`config.mk`:
```
export PLATFORM = sky130hd
export DESIGN_NAME = leitor_framebuffer
export DESIGN_NICKNAME = d
export VERILOG_FILES = /design/src/rtl/leitor_framebuffer.sv
export SDC_FILE = /design/constraint.sdc
export NUM_CORES = 1
export LEC_CHECK = 0
export CAP_MARGIN = 20
export CORE_MARGIN = 2
export CORE_UTILIZATION = 60
export CTS_BUF_LIST = sky130_fd_sc_hd__clkbuf_4
export CTS_CLUSTER_DIAMETER = 100
export DETAILED_ROUTE_END_ITERATION = 8
export HOLD_SLACK_MARGIN = 0.15
export PLACE_DENSITY = 0.86
export REMOVE_ABC_BUFFERS = 1
export SYNTH_ARGS = -nofsm -noshare
export SYNTH_HDL_FRONTEND = slang
export SYNTH_SLANG_ARGS = --single-unit
```
`constraint.sdc`:
```
create_clock -name clk -period 5.2 [get_ports clk]
set_input_delay 0.78 -clock clk [delete_from_list [all_inputs] [get_ports clk]]
set_output_delay 0.78 -clock clk [all_outputs]
set_load 0.01 [all_outputs]
```
`src/rtl/leitor_framebuffer.sv`:
```
// leitor_framebuffer: streams a stored IMG_W x IMG_H, 8-bit frame out of the
// framebuffer RAM in raster order onto a valid/ready pixel stream with
// start-of-frame and end-of-line markers.
//
// RAM reads are issued one per cycle while credits allow. A 2-entry FIFO
// absorbs the one-cycle RAM read latency. Credits count FIFO entries plus the
// in-flight read, so the FIFO cannot overflow under backpressure.
//
// Optional build macro: LEITOR_FRAMEBUFFER_LOOP_EN
//   defined   -> continuous scan-out; the read counter wraps after the last
//                pixel, busy stays high and done never sets.
//   undefined -> one frame per start pulse.
module leitor_framebuffer #(
    parameter int IMG_W     = 160,
    parameter int IMG_H     = 120,
    parameter int ADDR_W    = 19,
    parameter int BASE_ADDR = 0
) (
    input  logic              clk,
    input  logic              reset,
    input  logic              start,
    output logic [ADDR_W-1:0] ram_rdaddr,
    output logic              ram_rden,
    input  logic [7:0]        ram_data,
    output logic [7:0]        pix_data,
    output logic              pix_valid,
    input  logic              pix_ready,
    output logic              pix_sof,
    output logic              pix_eol,
    output logic              busy,
    output logic              done
);

    localparam int N     = IMG_W * IMG_H;
    localparam int CNT_W = (N > 1) ? $clog2(N) : 1;
    localparam int COL_W = (IMG_W > 1) ? $clog2(IMG_W) : 1;

    // FIFO entry layout: {data[7:0], sof, eol}
    localparam int ENT_W = 10;

    typedef enum logic [1:0] {
        S_IDLE  = 2'd0,
        S_READ  = 2'd1,
        S_DRAIN = 2'd2
    } state_t;

    state_t             state_q, state_d;
    logic [CNT_W-1:0]   rd_cnt_q, rd_cnt_d;
    logic [COL_W-1:0]   col_q, col_d;
    logic               ram_rden_q, ram_rden_d;
    logic [ADDR_W-1:0]  ram_rdaddr_q, ram_rdaddr_d;
    logic               tag_sof_q, tag_sof_d;
    logic               tag_eol_q, tag_eol_d;
    logic [ENT_W-1:0]   fifo0_q, fifo0_d;
    logic [ENT_W-1:0]   fifo1_q, fifo1_d;
    logic [1:0]         count_q, count_d;
    logic               busy_q, busy_d;
    logic               done_q, done_d;

    logic               push;
    logic               pop;
    logic               issue;
    logic               last_cnt;
    logic               col_last;
    logic [2:0]         credit_use;
    logic [ENT_W-1:0]   entry_in;

    // Handshake, credit and issue decisions for the current cycle
    always_comb begin
        push       = ram_rden_q;
        pop        = (count_q != 2'd0) && pix_ready;
        // Occupancy after this edge's pop plus the read still in flight;
        // counting the pop lets a full-rate stream keep issuing every cycle.
        credit_use = {1'b0, count_q} + {2'b00, ram_rden_q} - {2'b00, pop};
        issue      = (state_q == S_READ) && (credit_use < 3'd2);
        last_cnt   = (rd_cnt_q == CNT_W'(N - 1));
        col_last   = (col_q == COL_W'(IMG_W - 1));
        entry_in   = {ram_data, tag_sof_q, tag_eol_q};
    end

    // Next-state logic: FSM, read counter, address and marker tagging
    always_comb begin
        state_d      = state_q;
        rd_cnt_d     = rd_cnt_q;
        col_d        = col_q;
        ram_rden_d   = issue;
        ram_rdaddr_d = ram_rdaddr_q;
        tag_sof_d    = tag_sof_q;
        tag_eol_d    = tag_eol_q;
        busy_d       = busy_q;
        done_d       = done_q;

        case (state_q)
            S_IDLE: begin
                if (start) begin
                    done_d   = 1'b0;
                    busy_d   = 1'b1;
                    rd_cnt_d = '0;
                    col_d    = '0;
                    state_d  = S_READ;
                end
            end

            S_READ: begin
                if (issue) begin
                    ram_rdaddr_d = ADDR_W'(BASE_ADDR) + ADDR_W'(rd_cnt_q);
                    // Markers travel with the read so the FIFO head carries
                    // them without any division on the output side.
                    tag_sof_d    = (rd_cnt_q == '0);
                    tag_eol_d    = col_last;
                    col_d        = col_last ? '0 : col_q + COL_W'(1);
                    if (last_cnt) begin
`ifdef LEITOR_FRAMEBUFFER_LOOP_EN
                        rd_cnt_d = '0;
`else
                        state_d  = S_DRAIN;
`endif
                    end else begin
                        rd_cnt_d = rd_cnt_q + CNT_W'(1);
                    end
                end
            end

            S_DRAIN: begin
                // No reads remain; the frame ends when the only pixel left
                // (the last one) is handed off.
                if (pop && (count_q == 2'd1) && !ram_rden_q) begin
                    state_d = S_IDLE;
                    done_d  = 1'b1;
                    busy_d  = 1'b0;
                end
            end

            default: begin
                state_d = S_IDLE;
            end
        endcase
    end

    // Two-entry FIFO: fifo0 is always the head, fifo1 the second entry
    always_comb begin
        fifo0_d = fifo0_q;
        fifo1_d = fifo1_q;
        count_d = count_q;

        case ({push, pop})
            2'b10: begin
                if (count_q == 2'd0) begin
                    fifo0_d = entry_in;
                end else begin
                    fifo1_d = entry_in;
                end
                count_d = count_q + 2'd1;
            end

            2'b01: begin
                fifo0_d = fifo1_q;
                count_d = count_q - 2'd1;
            end

            2'b11: begin
                if (count_q == 2'd1) begin
                    fifo0_d = entry_in;
                end else begin
                    fifo0_d = fifo1_q;
                    fifo1_d = entry_in;
                end
            end

            default: begin
            end
        endcase
    end

    // State registers; async reset also discards any in-flight read
    always_ff @(posedge clk or posedge reset) begin
        if (reset) begin
            state_q      <= S_IDLE;
            rd_cnt_q     <= '0;
            col_q        <= '0;
            ram_rden_q   <= 1'b0;
            ram_rdaddr_q <= ADDR_W'(BASE_ADDR);
            tag_sof_q    <= 1'b0;
            tag_eol_q    <= 1'b0;
            fifo0_q      <= '0;
            fifo1_q      <= '0;
            count_q      <= 2'd0;
            busy_q       <= 1'b0;
            done_q       <= 1'b0;
        end else begin
            state_q      <= state_d;
            rd_cnt_q     <= rd_cnt_d;
            col_q        <= col_d;
            ram_rden_q   <= ram_rden_d;
            ram_rdaddr_q <= ram_rdaddr_d;
            tag_sof_q    <= tag_sof_d;
            tag_eol_q    <= tag_eol_d;
            fifo0_q      <= fifo0_d;
            fifo1_q      <= fifo1_d;
            count_q      <= count_d;
            busy_q       <= busy_d;
            done_q       <= done_d;
        end
    end

    assign ram_rdaddr = ram_rdaddr_q;
    assign ram_rden   = ram_rden_q;
    assign pix_valid  = (count_q != 2'd0);
    assign pix_data   = fifo0_q[9:2];
    assign pix_sof    = fifo0_q[1];
    assign pix_eol    = fifo0_q[0];
    assign busy       = busy_q;
    assign done       = done_q;

endmodule

```
==> reports/qor.yml <==
status:
  status: "finished clean"
synthesis:
  netlist_area_um2: 3334
  ys_warn_count: 0
  synth_cell_types: 49
  yosysTopAreaCell: "dfrtp_1"
  synth_ff_type: "dfrtp_1"
  netlist.area_leader.share_pct: 50.28
  yosysSeqAreaShare_pct: 50.28
  synth_most_common_cell: "dfrtp_1"
  synth-seq-cells: 67
  synthTopCellsByCount: "dfrtp_1, nand2_1, o21ai_0"
  synth_edf_count: 0
  synthTopCellsByArea: "dfrtp_1, nand2_1, o31ai_1"
  async_reset_ff_share_pct: 100.0
  avgSynthCellArea_um2: 9.954
  syn-instance-count: 335
detailed_routing:
  ant_nets: 0
  drc_errors: 0
  wl_met1_um: 2992
  vias_per_cell: 5.811
  drtIter0Drc: 259
  wirelength_um: 6609
  wl_met2_um: 3074
  dr_wl_met3_um: 410
  vias: 2580
  wl_per_cell_um: 14.89
  dr.max_layer_used: "met4"
  firstDrtPassIters: 5
timing:
  final-hold-violation-count: 0
  finClkSkew_ns: 0.01906
  finalSetupTns_ns: 0
  setup_viol: 0
  rsz0062_at_grt: "no"
  tightest_slew_ns: 0.8264
  slew_viol_final: 0
  period_share_pct: 66.61
  max_slew_margin_pct: 44.91
  fin_crit_ns: 3.464
  fmax_ghz: 0.2887
worst_setup_path:
  cp-end-kind: "flip-flop"
  cpPeakStageDelay_ns: 0.50
  ff2ff_setup_slack_ns: 1.82
  arrival_ns: 3.78
  path_class: "primary input to flip-flop"
  cp-start-kind: "primary input"
  timing.rr.end: "rd_cnt_q[13]$_DFFE_PP0P_"
  crit_fanout: 17
  path_common_cell: "o21ai_0"
  r2r_start: "count_q[1]$_DFFE_PP0P_"
  worst-r2r-cell-count: 11
  crit_required_ns: 5.51
  crit_slowest_cell: "clkdlybuf4s50_1"
  cp_cell_sequence: "clkdlybuf4s50_1 -> nand2b_1 -> nor2_1 -> o21ai_0 -> fa_1 -> xnor2_1 -> nand3_2 -> buf_4 -> or4_1 -> o21ai_0"
die:
  dieArea_um2: 6170
  initial_core_util_pct: 61.31
  io_pins: 45
  die_x_um: 78.55
  die_h_um: 78.55
  rows: 27
  fp.coreArea_um2: 5439
global_routing:
  grt_pass1_vias: 2401
  gr-total-overflow: 0
  grt_pass1_wl_um: 11360
  grt_start_max_net_pins: 68
  antenna_found_initial: 0
  grt_usage_pct: 23.44
clocking:
  clkLatencyLatePin_ns: 0.39
  post-cts-setup-buffer-count: 0
  cts_tree: "built"
  path_clk_slew_ns: 0.10
  cts_max_level: 3
  root_buffer: "clkbuf_4"
  cts_made_buffers: 9
  cts_resized: 0
  cts.sinks: 67
  holdBufCountCts: 0
  max-clock-path-buffers: 2
min_path:
  min_to: "ram_rdaddr[6]$_DFFE_PP0P_"
  holdPathStages: 2
  hp-start: "ram_rdaddr[6]$_DFFE_PP0P_"
  hold_class: "flip-flop to flip-flop"
final_layout:
  insertedDiodeCount: 0
  multiInputGateArea_um2: 1479
  drive_gt1_share_pct: 9.677
  final_cells: 444
  fillCellCount: 404
  layout.nets: 385
  syn2layout_area_growth_pct: 14.82
  seq_area_um2: 1677
power_and_ir_drop:
  leakage_nw: 1.691
  ir_worst_vdd_uv: 358.7
  p_per_area_nw_per_um2: 530.0
  power.total_mw: 2.029
placement:
  place_hpwl_um: 4450
  place_congestion: 0.8760
  numPortBuffers: 40
  dpl.cell_count: 428
run:
  drv_cap: 0
==> through the flow <==
stage	cell area (µm²)	hold WS, ns	util (%)	worst slack, ns
after floorplan	3201	0.4595	-	2.169
after detailed placement	3721	0.4653	68.42	1.317
after global placement	3714	0.4594	68.28	1.503
after global routing	3829	0.5112	70.39	1.456
final	3829	0.4856	70.39	1.736
after CTS	3829	0.4895	70.39	1.742
==> where the power goes <==
part / internal (mW) / leakage, nW / switching, mW
combinational: 0.391 / 0.771 / 0.565
clock: 0.110 / 0.0662 / 0.167
sequential: 0.676 / 0.854 / 0.120
total: 1.18 / 1.69 / 0.852
==> worst max path at each step <==
stage,from,endpoint,slack (ns)
detailed placement,pix_ready,rd_cnt_q[13]$_DFFE_PP0P_,1.32
floorplan,pix_ready,col_q[5]$_DFFE_PP0P_,2.17
global route,pix_ready,rd_cnt_q[5]$_DFFE_PP0P_,1.46
finish,pix_ready,rd_cnt_q[13]$_DFFE_PP0P_,1.74
global placement,pix_ready,rd_cnt_q[13]$_DFFE_PP0P_,1.50
CTS,pix_ready,rd_cnt_q[13]$_DFFE_PP0P_,1.74
==> critical path, delay by kind of cell <==
| kind | cells | cell delay, ns |
|---|---|---|
| AOI/OAI and AO/OA | 2 | 0.26 |
| xor gates and xnor gates | 1 | 0.31 |
| adders and majority gates | 1 | 0.40 |
| buffers and inverters | 2 | 0.82 |
| and+or+nand+nor | 4 | 1.18 |
==> state kept, by name, summed over array words and instances (netlist names), 2 cells and up <==
name and count:
col_q 8, rd_cnt_q 15, state_q 2, ram_rdaddr 15
count_q 2, fifo0_q 10, fifo1_q 10
==> cell usage in the layout, fill, tap and decap left out, types with 4 or more instances in the layout <==
cell type,netlist,final
a22o_1,4,4
a31oi_1,4,4
a41oi_1,4,4
and2_1,4,4
and3_1,6,6
and4_1,4,4
buf_4,4,4
clkbuf_4,0,12
clkdlybuf4s50_1,0,40
conb_1,1,4
dfrtp_1,67,67
ha_1,5,5
inv_1,11,10
mux2_2,11,11
mux2i_1,10,10
nand2_1,59,59
nand2b_1,5,5
nand3_1,12,12
nor2_1,10,10
nor3_1,4,4
o21ai_0,25,25
o22ai_1,4,4
o31ai_1,19,19
o41ai_1,4,4
or4_1,4,4
==> area by class of cell <==
cell class,count,area share (%)
Sequential cell,67,43.79
Clock buffer,12,2.353
Tap cell,72,2.353
Clock inverter,4,0.4575
Multi-Input combinational cell,233,38.63
Timing Repair Buffer,44,11.24
Inverter,12,1.176
==> layer usage <==
layer	vias up	track usage (%)
met3	12	5.057
li1	1257	-
met1	1223	31.97
met2	88	37.18
met4	0	8.421
met5	-	0
==> logic make-up after synthesis <==
| group | count (synthesis) | synth area share [%] |
|---|---|---|
| xor gates and xnor gates | 3 | 0.7881 |
| and+or+nand+nor | 123 | 18.57 |
| other | 1 | 0.1125 |
| buffers and inverters | 38 | 5.703 |
| AOI/OAI and AO/OA | 76 | 15.35 |
| DFF | 67 | 50.28 |
| adders and majority gates | 6 | 2.477 |
| muxes | 21 | 6.717 |
Power figures use the tool's default switching activity.
